--- config.mk ---
export PLATFORM = sky130hd
export DESIGN_NAME = lsu_bus_ctrl
export DESIGN_NICKNAME = d
export VERILOG_FILES = /design/src/rtl/lsu_pkg.sv /design/src/rtl/lsu_align.sv /design/src/rtl/lsu_bus_ctrl.sv
export SDC_FILE = /design/constraint.sdc
export NUM_CORES = 1
export LEC_CHECK = 0
export BUFFER_PORTS_ARGS = -buffer_cell sky130_fd_sc_hd__buf_4
export CAP_MARGIN = 20
export CORE_UTILIZATION = 45
export CTS_BUF_LIST = sky130_fd_sc_hd__clkbuf_8
export CTS_CLUSTER_SIZE = 24
export DETAILED_ROUTE_END_ITERATION = 7
export GPL_TIMING_DRIVEN = 0
export PLACE_DENSITY = 0.72
export SYNTH_ARGS = -nofsm -noshare
export SYNTH_HDL_FRONTEND = slang
export SYNTH_SLANG_ARGS = --single-unit
--- constraint.sdc ---
create_clock -name clk -period 6.4 [get_ports clk]
set_clock_uncertainty 0.1 [all_clocks]
set_input_delay 0.32 -clock clk [delete_from_list [all_inputs] [get_ports clk]]
set_output_delay 0.32 -clock clk [all_outputs]
set_load 0.005 [all_outputs]
--- src/rtl/lsu_pkg.sv ---
// Shared types and constants for the load/store bus controller.
package lsu_pkg;

  localparam logic [2:0] F3_B  = 3'b000;
  localparam logic [2:0] F3_H  = 3'b001;
  localparam logic [2:0] F3_W  = 3'b010;
  localparam logic [2:0] F3_BU = 3'b100;
  localparam logic [2:0] F3_HU = 3'b101;

  typedef enum logic [1:0] {IDLE, REQ, WAIT, RESP} lsu_state_t;

  typedef struct packed {
    logic        we;
    logic [31:0] addr;
    logic [3:0]  be;
    logic [31:0] wdata;
  } bus_txn_t;

  // Anything other than the five legal load/store encodings is reserved.
  function automatic logic f3_reserved(input logic [2:0] f3);
    return !(f3 inside {F3_B, F3_H, F3_W, F3_BU, F3_HU});
  endfunction

  // Byte offset actually used for an access: misaligned low bits are dropped.
  function automatic logic [1:0] eff_offset(input logic [2:0] f3, input logic [1:0] addr_lo);
    case (f3[1:0])
      2'b00:   return addr_lo;
      2'b01:   return {addr_lo[1], 1'b0};
      default: return 2'b00;
    endcase
  endfunction

endpackage

--- src/rtl/lsu_align.sv ---
// Byte-lane steering: strobes and replicated store data for the request side,
// lane extraction and sign/zero extension for the load response side.
module lsu_align
  import lsu_pkg::*;
(
  input  logic [2:0]  funct3,
  input  logic [1:0]  addr_lo,
  input  logic [31:0] wdata,
  output logic [3:0]  be,
  output logic [31:0] wdata_rep,
  output logic        bad_f3,
  output logic        misalign,
  input  logic [2:0]  rsp_funct3,
  input  logic [1:0]  rsp_addr_lo,
  input  logic [31:0] rdata,
  output logic [31:0] rdata_ext
);

  logic [1:0]  rsp_off;
  logic [31:0] shifted;

  // Request side: strobes, store data replication and fault classification.
  always_comb begin
    be        = 4'b1111;
    wdata_rep = wdata;
    case (funct3[1:0])
      2'b00: begin
        be        = 4'b0001 << addr_lo;
        wdata_rep = {4{wdata[7:0]}};
      end
      2'b01: begin
        be        = 4'b0011 << {addr_lo[1], 1'b0};
        wdata_rep = {2{wdata[15:0]}};
      end
      default: begin
        be        = 4'b1111;
        wdata_rep = wdata;
      end
    endcase
    bad_f3   = f3_reserved(funct3);
    misalign = ((funct3[1:0] == 2'b01) && addr_lo[0]) ||
               ((funct3[1:0] == 2'b10) && (addr_lo != 2'b00));
  end

  // Response side: shift the addressed lane down, then extend.
  always_comb begin
    rsp_off   = eff_offset(rsp_funct3, rsp_addr_lo);
    shifted   = rdata >> {rsp_off, 3'b000};
    rdata_ext = shifted;
    case (rsp_funct3)
      F3_B:    rdata_ext = {{24{shifted[7]}}, shifted[7:0]};
      F3_BU:   rdata_ext = {24'd0, shifted[7:0]};
      F3_H:    rdata_ext = {{16{shifted[15]}}, shifted[15:0]};
      F3_HU:   rdata_ext = {16'd0, shifted[15:0]};
      default: rdata_ext = shifted;
    endcase
  end

endmodule

--- src/rtl/lsu_bus_ctrl.sv ---
// Load/store unit bridging the core's single-cycle memory interface to a
// handshaked data bus, with a timeout watchdog over the REQ/WAIT phases.
// Build option: define LSU_MISALIGN_EXC_EN to fault misaligned H/W accesses
// instead of truncating the low address bits.
module lsu_bus_ctrl
  import lsu_pkg::*;
#(
  parameter int unsigned TIMEOUT_CYCLES = 16,
  parameter int unsigned CNT_W          = $clog2(TIMEOUT_CYCLES + 1)
) (
  input  logic        clk,
  input  logic        rst_n,
  input  logic        req_valid,
  input  logic        req_we,
  input  logic [2:0]  req_funct3,
  input  logic [31:0] req_addr,
  input  logic [31:0] req_wdata,
  output logic        lsu_stall,
  output logic        rsp_valid,
  output logic [31:0] rsp_rdata,
  output logic        rsp_err,
  output logic        bus_req,
  output logic        bus_we,
  output logic [31:0] bus_addr,
  output logic [3:0]  bus_be,
  output logic [31:0] bus_wdata,
  input  logic        bus_gnt,
  input  logic        bus_rvalid,
  input  logic [31:0] bus_rdata
);

`ifdef LSU_MISALIGN_EXC_EN
  localparam bit MisalignExc = 1'b1;
`else
  localparam bit MisalignExc = 1'b0;
`endif

  lsu_state_t       state_q;
  bus_txn_t         txn_q;
  logic [2:0]       f3_q;
  logic [1:0]       alo_q;
  logic [CNT_W-1:0] cnt_q;
  logic             bus_req_q;
  logic             rsp_valid_q;
  logic [31:0]      rsp_rdata_q;
  logic             rsp_err_q;

  logic [3:0]  align_be;
  logic [31:0] align_wdata;
  logic        bad_f3;
  logic        misalign;
  logic [31:0] rdata_ext;
  logic        fault;
  logic        timeout_hit;

  lsu_align u_align (
    .funct3      (req_funct3),
    .addr_lo     (req_addr[1:0]),
    .wdata       (req_wdata),
    .be          (align_be),
    .wdata_rep   (align_wdata),
    .bad_f3      (bad_f3),
    .misalign    (misalign),
    .rsp_funct3  (f3_q),
    .rsp_addr_lo (alo_q),
    .rdata       (bus_rdata),
    .rdata_ext   (rdata_ext)
  );

  // Request faults that skip the bus entirely, and the watchdog threshold.
  always_comb begin
    fault       = bad_f3 | (MisalignExc & misalign);
    // Threshold is inclusive of the current cycle, so the last allowed cycle still sees gnt/rvalid.
    timeout_hit = (cnt_q >= CNT_W'(TIMEOUT_CYCLES - 1));
  end

  // Main FSM with registered bus and response outputs.
  always_ff @(posedge clk or negedge rst_n) begin
    if (!rst_n) begin
      state_q     <= IDLE;
      txn_q       <= '0;
      f3_q        <= F3_B;
      alo_q       <= 2'b00;
      cnt_q       <= '0;
      bus_req_q   <= 1'b0;
      rsp_valid_q <= 1'b0;
      rsp_rdata_q <= '0;
      rsp_err_q   <= 1'b0;
    end else begin
      case (state_q)
        IDLE: begin
          if (req_valid) begin
            if (fault) begin
              state_q     <= RESP;
              rsp_valid_q <= 1'b1;
              rsp_err_q   <= 1'b1;
              rsp_rdata_q <= '0;
            end else begin
              txn_q       <= '{we: req_we, addr: {req_addr[31:2], 2'b00},
                               be: align_be, wdata: align_wdata};
              f3_q        <= req_funct3;
              alo_q       <= req_addr[1:0];
              cnt_q       <= '0;
              bus_req_q   <= 1'b1;
              state_q     <= REQ;
            end
          end
        end
        REQ: begin
          cnt_q <= cnt_q + CNT_W'(1);
          if (bus_gnt) begin
            bus_req_q <= 1'b0;
            if (txn_q.we) begin
              state_q     <= RESP;
              rsp_valid_q <= 1'b1;
              rsp_err_q   <= 1'b0;
              rsp_rdata_q <= '0;
            end else if (bus_rvalid) begin
              state_q     <= RESP;
              rsp_valid_q <= 1'b1;
              rsp_err_q   <= 1'b0;
              rsp_rdata_q <= rdata_ext;
            end else begin
              state_q <= WAIT;
            end
          end else if (timeout_hit) begin
            bus_req_q   <= 1'b0;
            state_q     <= RESP;
            rsp_valid_q <= 1'b1;
            rsp_err_q   <= 1'b1;
            rsp_rdata_q <= '0;
          end
        end
        WAIT: begin
          cnt_q <= cnt_q + CNT_W'(1);
          if (bus_rvalid) begin
            state_q     <= RESP;
            rsp_valid_q <= 1'b1;
            rsp_err_q   <= 1'b0;
            rsp_rdata_q <= rdata_ext;
          end else if (timeout_hit) begin
            state_q     <= RESP;
            rsp_valid_q <= 1'b1;
            rsp_err_q   <= 1'b1;
            rsp_rdata_q <= '0;
          end
        end
        RESP: begin
          // req_valid is deliberately ignored here so one instruction issues once.
          state_q     <= IDLE;
          rsp_valid_q <= 1'b0;
          rsp_err_q   <= 1'b0;
          rsp_rdata_q <= '0;
        end
        default: state_q <= IDLE;
      endcase
    end
  end

  // Output mapping; stall drops in RESP so the core advances on that edge.
  always_comb begin
    lsu_stall = ((state_q == IDLE) && req_valid) || (state_q == REQ) || (state_q == WAIT);
    rsp_valid = rsp_valid_q;
    rsp_rdata = rsp_rdata_q;
    rsp_err   = rsp_err_q;
    bus_req   = bus_req_q;
    bus_we    = txn_q.we;
    bus_addr  = txn_q.addr;
    bus_be    = txn_q.be;
    bus_wdata = txn_q.wdata;
  end

endmodule

# ---- Yosys cells after proc, flatten, opt, wreduce, memory -nomap -nowiden
# Index checks and enable logic that the tools add are counted.
dict set report word_totals {
  mem_bits_ro 0
  latch_bits 0
  ramBits 0
  reg_bits 114
  output_inout_bits 105
  elab_cells 92
  input_bits 105
  mem_count 0
}
dict set report classes {
  order_cmp 1
  div_mod_pow 0
  shift 3
  bitwise 0
  n_reduce_logical 16
  eq_ne 17
  mul 0
  mux 42
  add_sub_neg 1
}
# op count
set ops {}
lappend ops {{one-hot mux 32 bit (4 select lines)} 2}
lappend ops {{two-way mux 32 bit} 7}
lappend ops {{one-hot mux 32 bit (2 select lines)} 1}
lappend ops {{right shift 32 x 5 -> 32 bit} 1}
lappend ops {{two-way mux 1 bit} 18}
lappend ops {{== test 3 bit, second input constant} 4}
lappend ops {{two-way mux 2 bit} 5}
lappend ops {{two-way mux 5 bit} 2}
lappend ops {{one-hot mux 5 bit (2 select lines)} 1}
lappend ops {{AND reduction 3 bit} 3}
lappend ops {{one-hot mux 1 bit (4 select lines)} 2}
lappend ops {{one-hot mux 2 bit (4 select lines)} 1}
lappend ops {{one-hot mux 4 bit (2 select lines)} 1}
lappend ops {{== test 2 x 1 -> 1 bit, second input constant} 3}
lappend ops {{== test 3 x 1 -> 1 bit, second input constant} 2}
lappend ops {{logical NOT 2 bit} 3}
lappend ops {{logical NOT 3 bit} 2}
lappend ops {{adder 5 x 1 -> 5 bit, second input constant} 1}
lappend ops {{greater-or-equal comparator 5 x 4 -> 1 bit, second input constant} 1}
lappend ops {{nonzero test 5 bit} 1}
lappend ops {{== test 2 bit, second input constant} 2}
lappend ops {{inequality test 2 bit, second input constant} 2}
lappend ops {{inequality test 4 bit, second input constant} 1}
lappend ops {{one-hot mux 2 bit (2 select lines)} 1}
lappend ops {{other kinds (11)} 13}

# ---- Depth between registers and ports, before layout
# Gate-level depths: netlist of run 1.
dict set report logic_depth {
  ltp_word 8
  ltp_mapped 8
}

# ---- By module
# A second synthesis of run 1 with hierarchy kept.
dict set report unflattened {
  cells_unflattened 747
  hier_area_um2 6588.8
}
# module seq_area_each_um2 instances area_per_inst_um2 cells_per_inst
set by_module_without_submodules {}
lappend by_module_without_submodules {lsu_bus_ctrl 2852.7 1 5472.7 598}
lappend by_module_without_submodules {lsu_align 0.0 1 1116.1 149}

# ---- Least setup slack after synthesis of run 1
# No wires, ideal clock.
dict set report synth_timing {
  path_kind {reg-to-reg}
  startpoint {register cnt_q[0]}
  endpoint {register rsp_rdata_q[2], in the netlist rsp_rdata[2]}
  setup_ps 66
  path_buffers 1
  t_arrival_ps 1907
  required_ps 6234
  path_stages_with_launch 8
  setup_slack_ps 4327
  path_cell_list {dfrtp_1 -> ha_1 -> and3_1 -> ha_1 -> a211o_1 -> o31ai_2 -> buf_2 -> a22o_1}
}
dict set report synth_via {
  elab_chain_cells 4
}
# item line_no
set synth_lines {}
lappend synth_lines {{start, declared} lsu_bus_ctrl.sv:42} ;# logic [CNT_W-1:0] cnt_q;
lappend synth_lines {{start signal, assigned} lsu_bus_ctrl.sv:110} ;# cnt_q <= cnt_q + CNT_W'(1);
lappend synth_lines {{start signal, assigned} lsu_bus_ctrl.sv:135} ;# cnt_q <= cnt_q + CNT_W'(1);
lappend synth_lines {{greater-or-equal comparator 5 x 4 -> 1 bit (*)} lsu_bus_ctrl.sv:74} ;# timeout_hit = (cnt_q >= CNT_W'(TIMEOUT_CYCLES - 1));
lappend synth_lines {{two-way mux 32 bit (*)} -}
lappend synth_lines {{two-way mux 32 bit, on equally long branches} -}
lappend synth_lines {{one-hot mux 32 bit (4 select lines) (*)} -}
lappend synth_lines {{end signal, assigned} lsu_bus_ctrl.sv:122} ;# rsp_rdata_q <= rdata_ext;
lappend synth_lines {{end signal, assigned} lsu_bus_ctrl.sv:140} ;# rsp_rdata_q <= rdata_ext;
lappend synth_lines {{end, declared} lsu_bus_ctrl.sv:45} ;# logic [31:0] rsp_rdata_q;
# Mark *: on every way between the ends. The rest lies on a longest branch, timed or not.
# A chain may end at the register's enable or synchronous reset.

# ---- Final worst setup path of run 1
dict set report layout_timing {
  startpoint {register state_q[1]}
  endpoint {register txn_q, in the netlist bus_addr[12]}
}
dict set report layout_via {
  elab_chain_cells 2
}
# item line_no
set layout_lines {}
lappend layout_lines {{start, declared} lsu_bus_ctrl.sv:38} ;# lsu_state_t state_q;
lappend layout_lines {{start signal, assigned} lsu_bus_ctrl.sv:80} ;# state_q <= IDLE;
lappend layout_lines {{start signal, assigned} lsu_bus_ctrl.sv:94} ;# state_q <= RESP;
lappend layout_lines {{start signal, assigned} lsu_bus_ctrl.sv:105} ;# state_q <= REQ;
lappend layout_lines {{logical NOT 2 bit} lsu_bus_ctrl.sv:90} ;# case (state_q)
lappend layout_lines {{AND reduction 3 bit (no source line)} -}
lappend layout_lines {{end signal, assigned} lsu_bus_ctrl.sv:99} ;# txn_q <= '{we: req_we, addr: {req_addr[31:2], 2'b00},
lappend layout_lines {{end, declared} lsu_bus_ctrl.sv:39} ;# bus_txn_t txn_q;
# No other way between the ends.

==> metrics.csv, run 1 <==
metric,value,unit
Core Region,11610,um2
Placer Congestion,0.8493,
clk buf depth,2,
CTS sink count,114,
minimum clock period,2.714,ns
postcts setup bufs,0,
Site Rows,39,
Residual DRC,13,
"Seq/Total Area, Yosys",52.34,%
share of cells above drive strength 1,31.41,%
Yosys reg bits,114,
P per Cell Area,426.0,nW/um2
Max Cap Viol,0,
first-pass GRT wire length,26.06,mm
root buf cell,clkbuf_8,
post-cts resize count,0,
Max IR drop VDD,0.2179,mV
Tcrit/Tclk final,42.41,%
Overflow after GRT,0,
P_leak,0.004155,uW
"FFs w/ async S/R, synth",100.0,%
share of the synthesized area in the top cell type,52.34,%
drt pass-1 iters,8,
worst slew pin tran,0.8704,ns
Synth Cell Area,5450,um2
via count,5270,
Die Ht,112.1,um
Peak Freq,368.4,MHz
vias in the first global route,5302,
fin nets,948,
initial DRC count,309,
initial antenna violation count,0,
top_reg_cell synth,dfrtp_1,
IO Pins,210,
total wire length,16.33,mm
setup TNS,0,ns
largest net degree at the start of global routing,45,
WL per Instance,16.44,um
failing checks,design-rule violations,
Critical Path RT,6.67,ns
"count leader, synth",nand2_1,
WP data arrival,2.98,ns
Final Hold Viols,0,
top post-synthesis cells by count,"195 x nand2_1, 114 x dfrtp_1, 51 x o21ai_0",
Final Power,3416,uW
# diodes,0,
ranking of synthesized cells by area,"dfrtp_1 52%, nand2_1 13%, mux2i_1 5.0%",
Ys Warns,0,
H-tree Lvls,4,
Syn Inst Count,574,
crit end category,flip-flop,
number of flops mapped to enable cells by yosys,0,
CTS Buf Count,17,
I/O Buffers,206,
initial core utilization,46.93,%
die area,12560,um2
Die Wd,112.1,um
max-slew violations,0,
startpoint types,flip-flop,
Crit Path Category,flip-flop to flip-flop,
outcome,"finished, violations left",
syn_area_per_cell,9.495,um2
final-layout fill cell count,912,
Unique masters post-synth,46,
"area leader, netlist",dfrtp_1,
unrepaired setup endpoints after global routing,no,
hpwl dp,12.08,mm
Slew HR,41.76,%
area grow syn2layout,47.11,%
CP max FO,10,
final setup fails,0,
clock latency at the later pin of the worst-skew pair,0.42,ns
GRT Overall Usage,26.74,%
Post-DRT Antenna Nets,0,
"CTS clk-pin slew, worst paths",0.07,ns
CTS tree,done,
HP Class,input pin to flip-flop,
Via density,5.307,
-- what timing repair did --
item                       4_1_cts  5_1_grt
setup endpoints to repair        0        0
hold endpoints to repair        69        0
hold buffers                    35        0
-- cell type report --
| cell class | instances | area (um2) | area share [%] |
|---|---|---|---|
| plain buffers | 34 | 160.2 | 1.998 |
| clock buffers | 21 | 289.0 | 3.605 |
| clock inverters | 11 | 158.9 | 1.982 |
| inverters | 9 | 33.78 | 0.4213 |
| multi-input cells | 418 | 2407 | 30.02 |
| flip-flops and latches | 114 | 2853 | 35.58 |
| well taps | 143 | 178.9 | 2.232 |
| repair buffers | 243 | 1937 | 24.16 |
-- path summary, 6_finish.rpt --
| kind | start | endpoint | slack [ns] | depth (start not counted) |
|---|---|---|---|---|
| worst max-delay path | state_q[1] | bus_addr[12] | 3.69 | 8 |
| worst min-delay path | req_wdata[7] | bus_wdata[7] | 0.03 | 3 |
| worst max register to register | state_q[1] | bus_addr[12] | 3.69 | 8 |
| worst min register to register | bus_addr[6] | bus_addr[6] | 0.38 | 2 |
| max in group asynchronous | rst_n | rsp_rdata[15] | 5.03 | 4 |
| min in group asynchronous | rst_n | state_q[1] | 0.31 | 2 |
-- cell families (layout without fill, tap and decap cells) --
family | count (synthesis) | count (layout) | share of synthesized area, %
adders and majority gates | 6 | 6 | 1.377
buffers and inverters | 43 | 318 | 3.558
muxes | 43 | 43 | 9.780
AOI/OAI and AO/OA | 100 | 100 | 11.78
DFF | 114 | 114 | 52.34
other | 1 | 2 | 0.06880
and+or+nand+nor | 267 | 267 | 21.10
-- power breakdown --
group	internal (uW)	total, uW	switching, uW
clock	462	754	292
sequential	1020	1220	199
combinational	730	1440	710
-- through the flow --
step | util (%) | area, um2 | hold WS (ns) | std cells | setup WS (ns)
4_1_cts | 69.04 | 8018 | 0.000002776 | 993 | 3.652
2_1_floorplan | - | 5454 | -0.07559 | 575 | 4.327
3_5_place_dp | 62.16 | 7219 | 0.2091 | 926 | 3.669
5_1_grt | 69.04 | 8018 | 0.01051 | 993 | 3.442
3_3_place_gp | 61.82 | 7179 | 0.3596 | 924 | 3.763
6_report | 69.04 | 8018 | 0.02580 | 993 | 3.686
-- critical path, stage by stage (launching register included) --
cell and delay, ns:
dfrtp_1 0.42, inv_1 0.12, ha_1 0.31, nand2_1 0.23, nor2_1 0.42, clkbuf_1 0.43
buf_1 0.42, nand2_1 0.12, nand2_1 0.08
-- flip-flops by register name, indices dropped and copies added, names as in the netlist --
signal     count
bus_wdata     32
rsp_rdata     32
bus_addr      30
cnt_q          5
bus_be         4
f3_q           3
alo_q          2
state_q        2
bus_req        1
bus_we         1
rsp_err        1
rsp_valid      1
-- cells in the final DEF (no fill, tap or decap), types with 4 or more instances in the layout --
master	count
nand2_1	195
inv_1	11
or3_1	8
mux2i_1	27
nor2b_1	19
a22oi_1	7
a22o_1	10
mux4_2	7
nand3_1	9
dlygate4sd3_1	35
buf_2	5
nor2_1	20
a21oi_1	12
o21ai_0	51
bufinv_16	4
clkbuf_8	21
dfrtp_1	114
buf_4	209
clkbuf_1	22
nand2b_1	4
mux2_2	7
ha_1	6
-- layer usage --
| metal | GRT usage (%) | up-vias | routed length, um |
|---|---|---|---|
| met5 | 0 | - | 0 |
| met4 | 8.978 | 0 | 350 |
| met3 | 8.585 | 30 | 1395 |
| met2 | 46.21 | 227 | 8030 |
| met1 | 31.55 | 2548 | 6550 |
| li1 | - | 2465 | - |
Power figures use the tool's default switching activity.
==> run 2, diff against run 1 <==
--- a/config.mk
+++ b/config.mk
@@ -12,7 +12,7 @@
 export CTS_CLUSTER_SIZE = 24
 export DETAILED_ROUTE_END_ITERATION = 7
 export GPL_TIMING_DRIVEN = 0
-export PLACE_DENSITY = 0.72
+export PLACE_DENSITY = 0.75
 export SYNTH_ARGS = -nofsm -noshare
 export SYNTH_HDL_FRONTEND = slang
 export SYNTH_SLANG_ARGS = --single-unit
==> constraint.sdc (replaced) <==
create_clock -name clk -period 2.4 [get_ports clk]
set_clock_uncertainty 0.1 [all_clocks]
set_input_delay 0.12 -clock clk [delete_from_list [all_inputs] [get_ports clk]]
set_output_delay 0.12 -clock clk [all_outputs]
set_load 0.005 [all_outputs]
==> run 2 against run 1 <==
The flow still finishes with violations (design-rule violations); worst setup slack got worse by 3.6 ns; sequential cell count unchanged; maximum frequency is 17% higher; critical path type unchanged; highest routed layer unchanged.
==> metrics.csv, run 2 (synthesized netlist as in run 1, its figures left out) <==
metric,value,unit,change
CTS tree,done,,unchanged
largest net degree at the start of global routing,74,,was 45
CTS Buf Count,17,,unchanged
HP Class,input pin to flip-flop,,unchanged
Via density,5.401,,was 5.307
"commonest non-fill, non-tap cell in the layout",buf_4,,unchanged
P per Cell Area,1077,nW/um2,was 426.0 nW/um2
failing checks,design-rule violations,,unchanged
final cell count without fillers,1043,,was 993
Overflow after GRT,0,,unchanged
root buf cell,clkbuf_8,,unchanged
Max Cap Viol,0,,unchanged
total wire length,18.60,mm,was 16.33 mm
initial DRC count,476,,was 309
most frequent cells in the layout,"213 x buf_4, 195 x nand2_1, 114 x dfrtp_1, 87 x dlygate4sd3_1, 50 x o21ai_0",,"was 209 x buf_4, 195 x nand2_1, 114 x dfrtp_1, 51 x o21ai_0, 35 x dlygate4sd3_1"
Die Wd,112.1,um,unchanged
WP data arrival,2.57,ns,was 2.98 ns
I/O Buffers,206,,unchanged
outcome,"finished, violations left",,unchanged
via count,5633,,was 5270
Crit Path Category,flip-flop to flip-flop,,unchanged
final-layout fill cell count,826,,was 912
Post-DRT Antenna Nets,0,,unchanged
Max IR drop VDD,0.6169,mV,was 0.2179 mV
CTS sink count,114,,unchanged
minimum clock period,2.328,ns,was 2.714 ns
Residual DRC,12,,was 13
"CTS clk-pin slew, worst paths",0.07,ns,about the same
Site Rows,39,,unchanged
Final Hold Viols,0,,unchanged
Core Region,11610,um2,unchanged
share of cells above drive strength 1,30.78,%,was 31.41%
Placer Congestion,0.8402,,was 0.8493
H-tree Lvls,4,,unchanged
fin nets,999,,was 948
hpwl dp,11.91,mm,was 12.08 mm
Die Ht,112.1,um,unchanged
Tcrit/Tclk final,96.98,%,was 42.41%
drt pass-1 iters,8,,unchanged
initial antenna violation count,0,,unchanged
CP max FO,10,,unchanged
Slew HR,38.49,%,was 41.76%
Critical Path RT,2.64,ns,was 6.67 ns
P_leak,0.004387,uW,was 0.004155 uW
final hold slack,0.02960,ns,was 0.02580 ns
multi-input logic area,2427,um2,was 2407 um2
startpoint types,flip-flop,,unchanged
crit end category,flip-flop,,unchanged
# diodes,0,,unchanged
worst slew pin tran,0.9193,ns,was 0.8704 ns
initial core utilization,46.93,%,unchanged
WL per Instance,17.83,um,was 16.44 um
vias in the first global route,6000,,was 5302
IO Pins,210,,unchanged
Inst Count DP,925,,was 926
clock latency at the later pin of the worst-skew pair,0.43,ns,was 0.42 ns
die area,12560,um2,unchanged
final setup fails,0,,unchanged
clk buf depth,2,,unchanged
Sequential Area,2853,um2,unchanged
GRT Overall Usage,30.40,%,was 26.74%
first-pass GRT wire length,29.81,mm,was 26.06 mm
area grow syn2layout,56.43,%,was 47.11%
Peak Freq,429.6,MHz,was 368.4 MHz
max-slew violations,0,,unchanged
[run 2: cell types whose count changed in the layout (fill, tap and decap cells not counted), moves of 2 or more]
cell	before	now
dlygate4sd3_1	35	87
inv_1	11	13
clkbuf_1	22	12
clkbuf_2	0	6
buf_12	2	0
bufinv_16	4	2
clkbuf_8	21	23
buf_4	209	213
[run 2: what timing repair did]
item                                    CTS  global route
hold endpoints to repair                130             0
setup buffers                             1             2
endpoints found under the setup margin   52            87
pin swaps                                 1             2
gates resized for setup                   6            14
hold buffers                             87             0
[run 2: critical path, stage by stage (launching register included)]
cell      delay (ns)
dfrtp_1         0.41
ha_1            0.24
and3_1          0.19
ha_1            0.17
a211o_1         0.33
o31ai_4         0.35
clkbuf_4        0.27
nand2_1         0.08
o21ai_0         0.09
[run 2: area by class of cell]
cell class,count,area share (%)
flip-flops and latches,114,33.46
repair buffers,297,28.94
multi-input cells,418,28.47
clock buffers,23,3.713
well taps,143,2.099
plain buffers,31,1.923
clock inverters,8,0.9979
inverters,9,0.3962
[run 2: power by group]
| group | internal (uW) | total, uW | switching, uW |
|---|---|---|---|
| clock | 1070 | 1820 | 756 |
| combinational | 2070 | 4090 | 2020 |
| sequential | 2730 | 3280 | 546 |
| total | 5860 | 9180 | 3320 |
[run 2: final timing paths]
check | cells after the start | endpoint | slack [ns] | from
hold reg to reg | 2 | bus_addr[13] | 0.38 | bus_addr[13]
setup / recovery | 8 | rsp_rdata[20] | 0.07 | cnt_q[0]
setup reg to reg | 8 | rsp_rdata[20] | 0.07 | cnt_q[0]
max in group asynchronous | 3 | rsp_rdata[17] | 1.29 | rst_n
hold / removal | 3 | rsp_rdata[3] | 0.03 | bus_rdata[3]
min in group asynchronous | 2 | state_q[1] | 0.13 | rst_n
[run 2: metal layers]
layer  part of all wire [%]  up-vias  track usage (%)  wire length (um)
met5                      0        -                0                 0
met2                     49      281            51.64              9152
li1                       -     2561                -                 -
met4                    4.0        0            15.02               738
met3                    7.4       64            7.937              1369
met1                     39     2727            35.92              7337
[run 2: stage by stage]
stage               utilization, %  power [uW]  instance area [um2]  worst slack [ns]    TNS (ns)
finish                       73.41        9183                 8526           0.07242           0
floorplan                        -        5139                 5454            0.3273           0
global route                 73.41        9767                 8526        -0.0006581  -0.0006581
global placement             61.82        6926                 7179           -0.2459      -2.383
CTS                          73.21        9049                 8502           0.01906           0
detailed placement           62.06        7074                 7207           -0.2874      -3.559
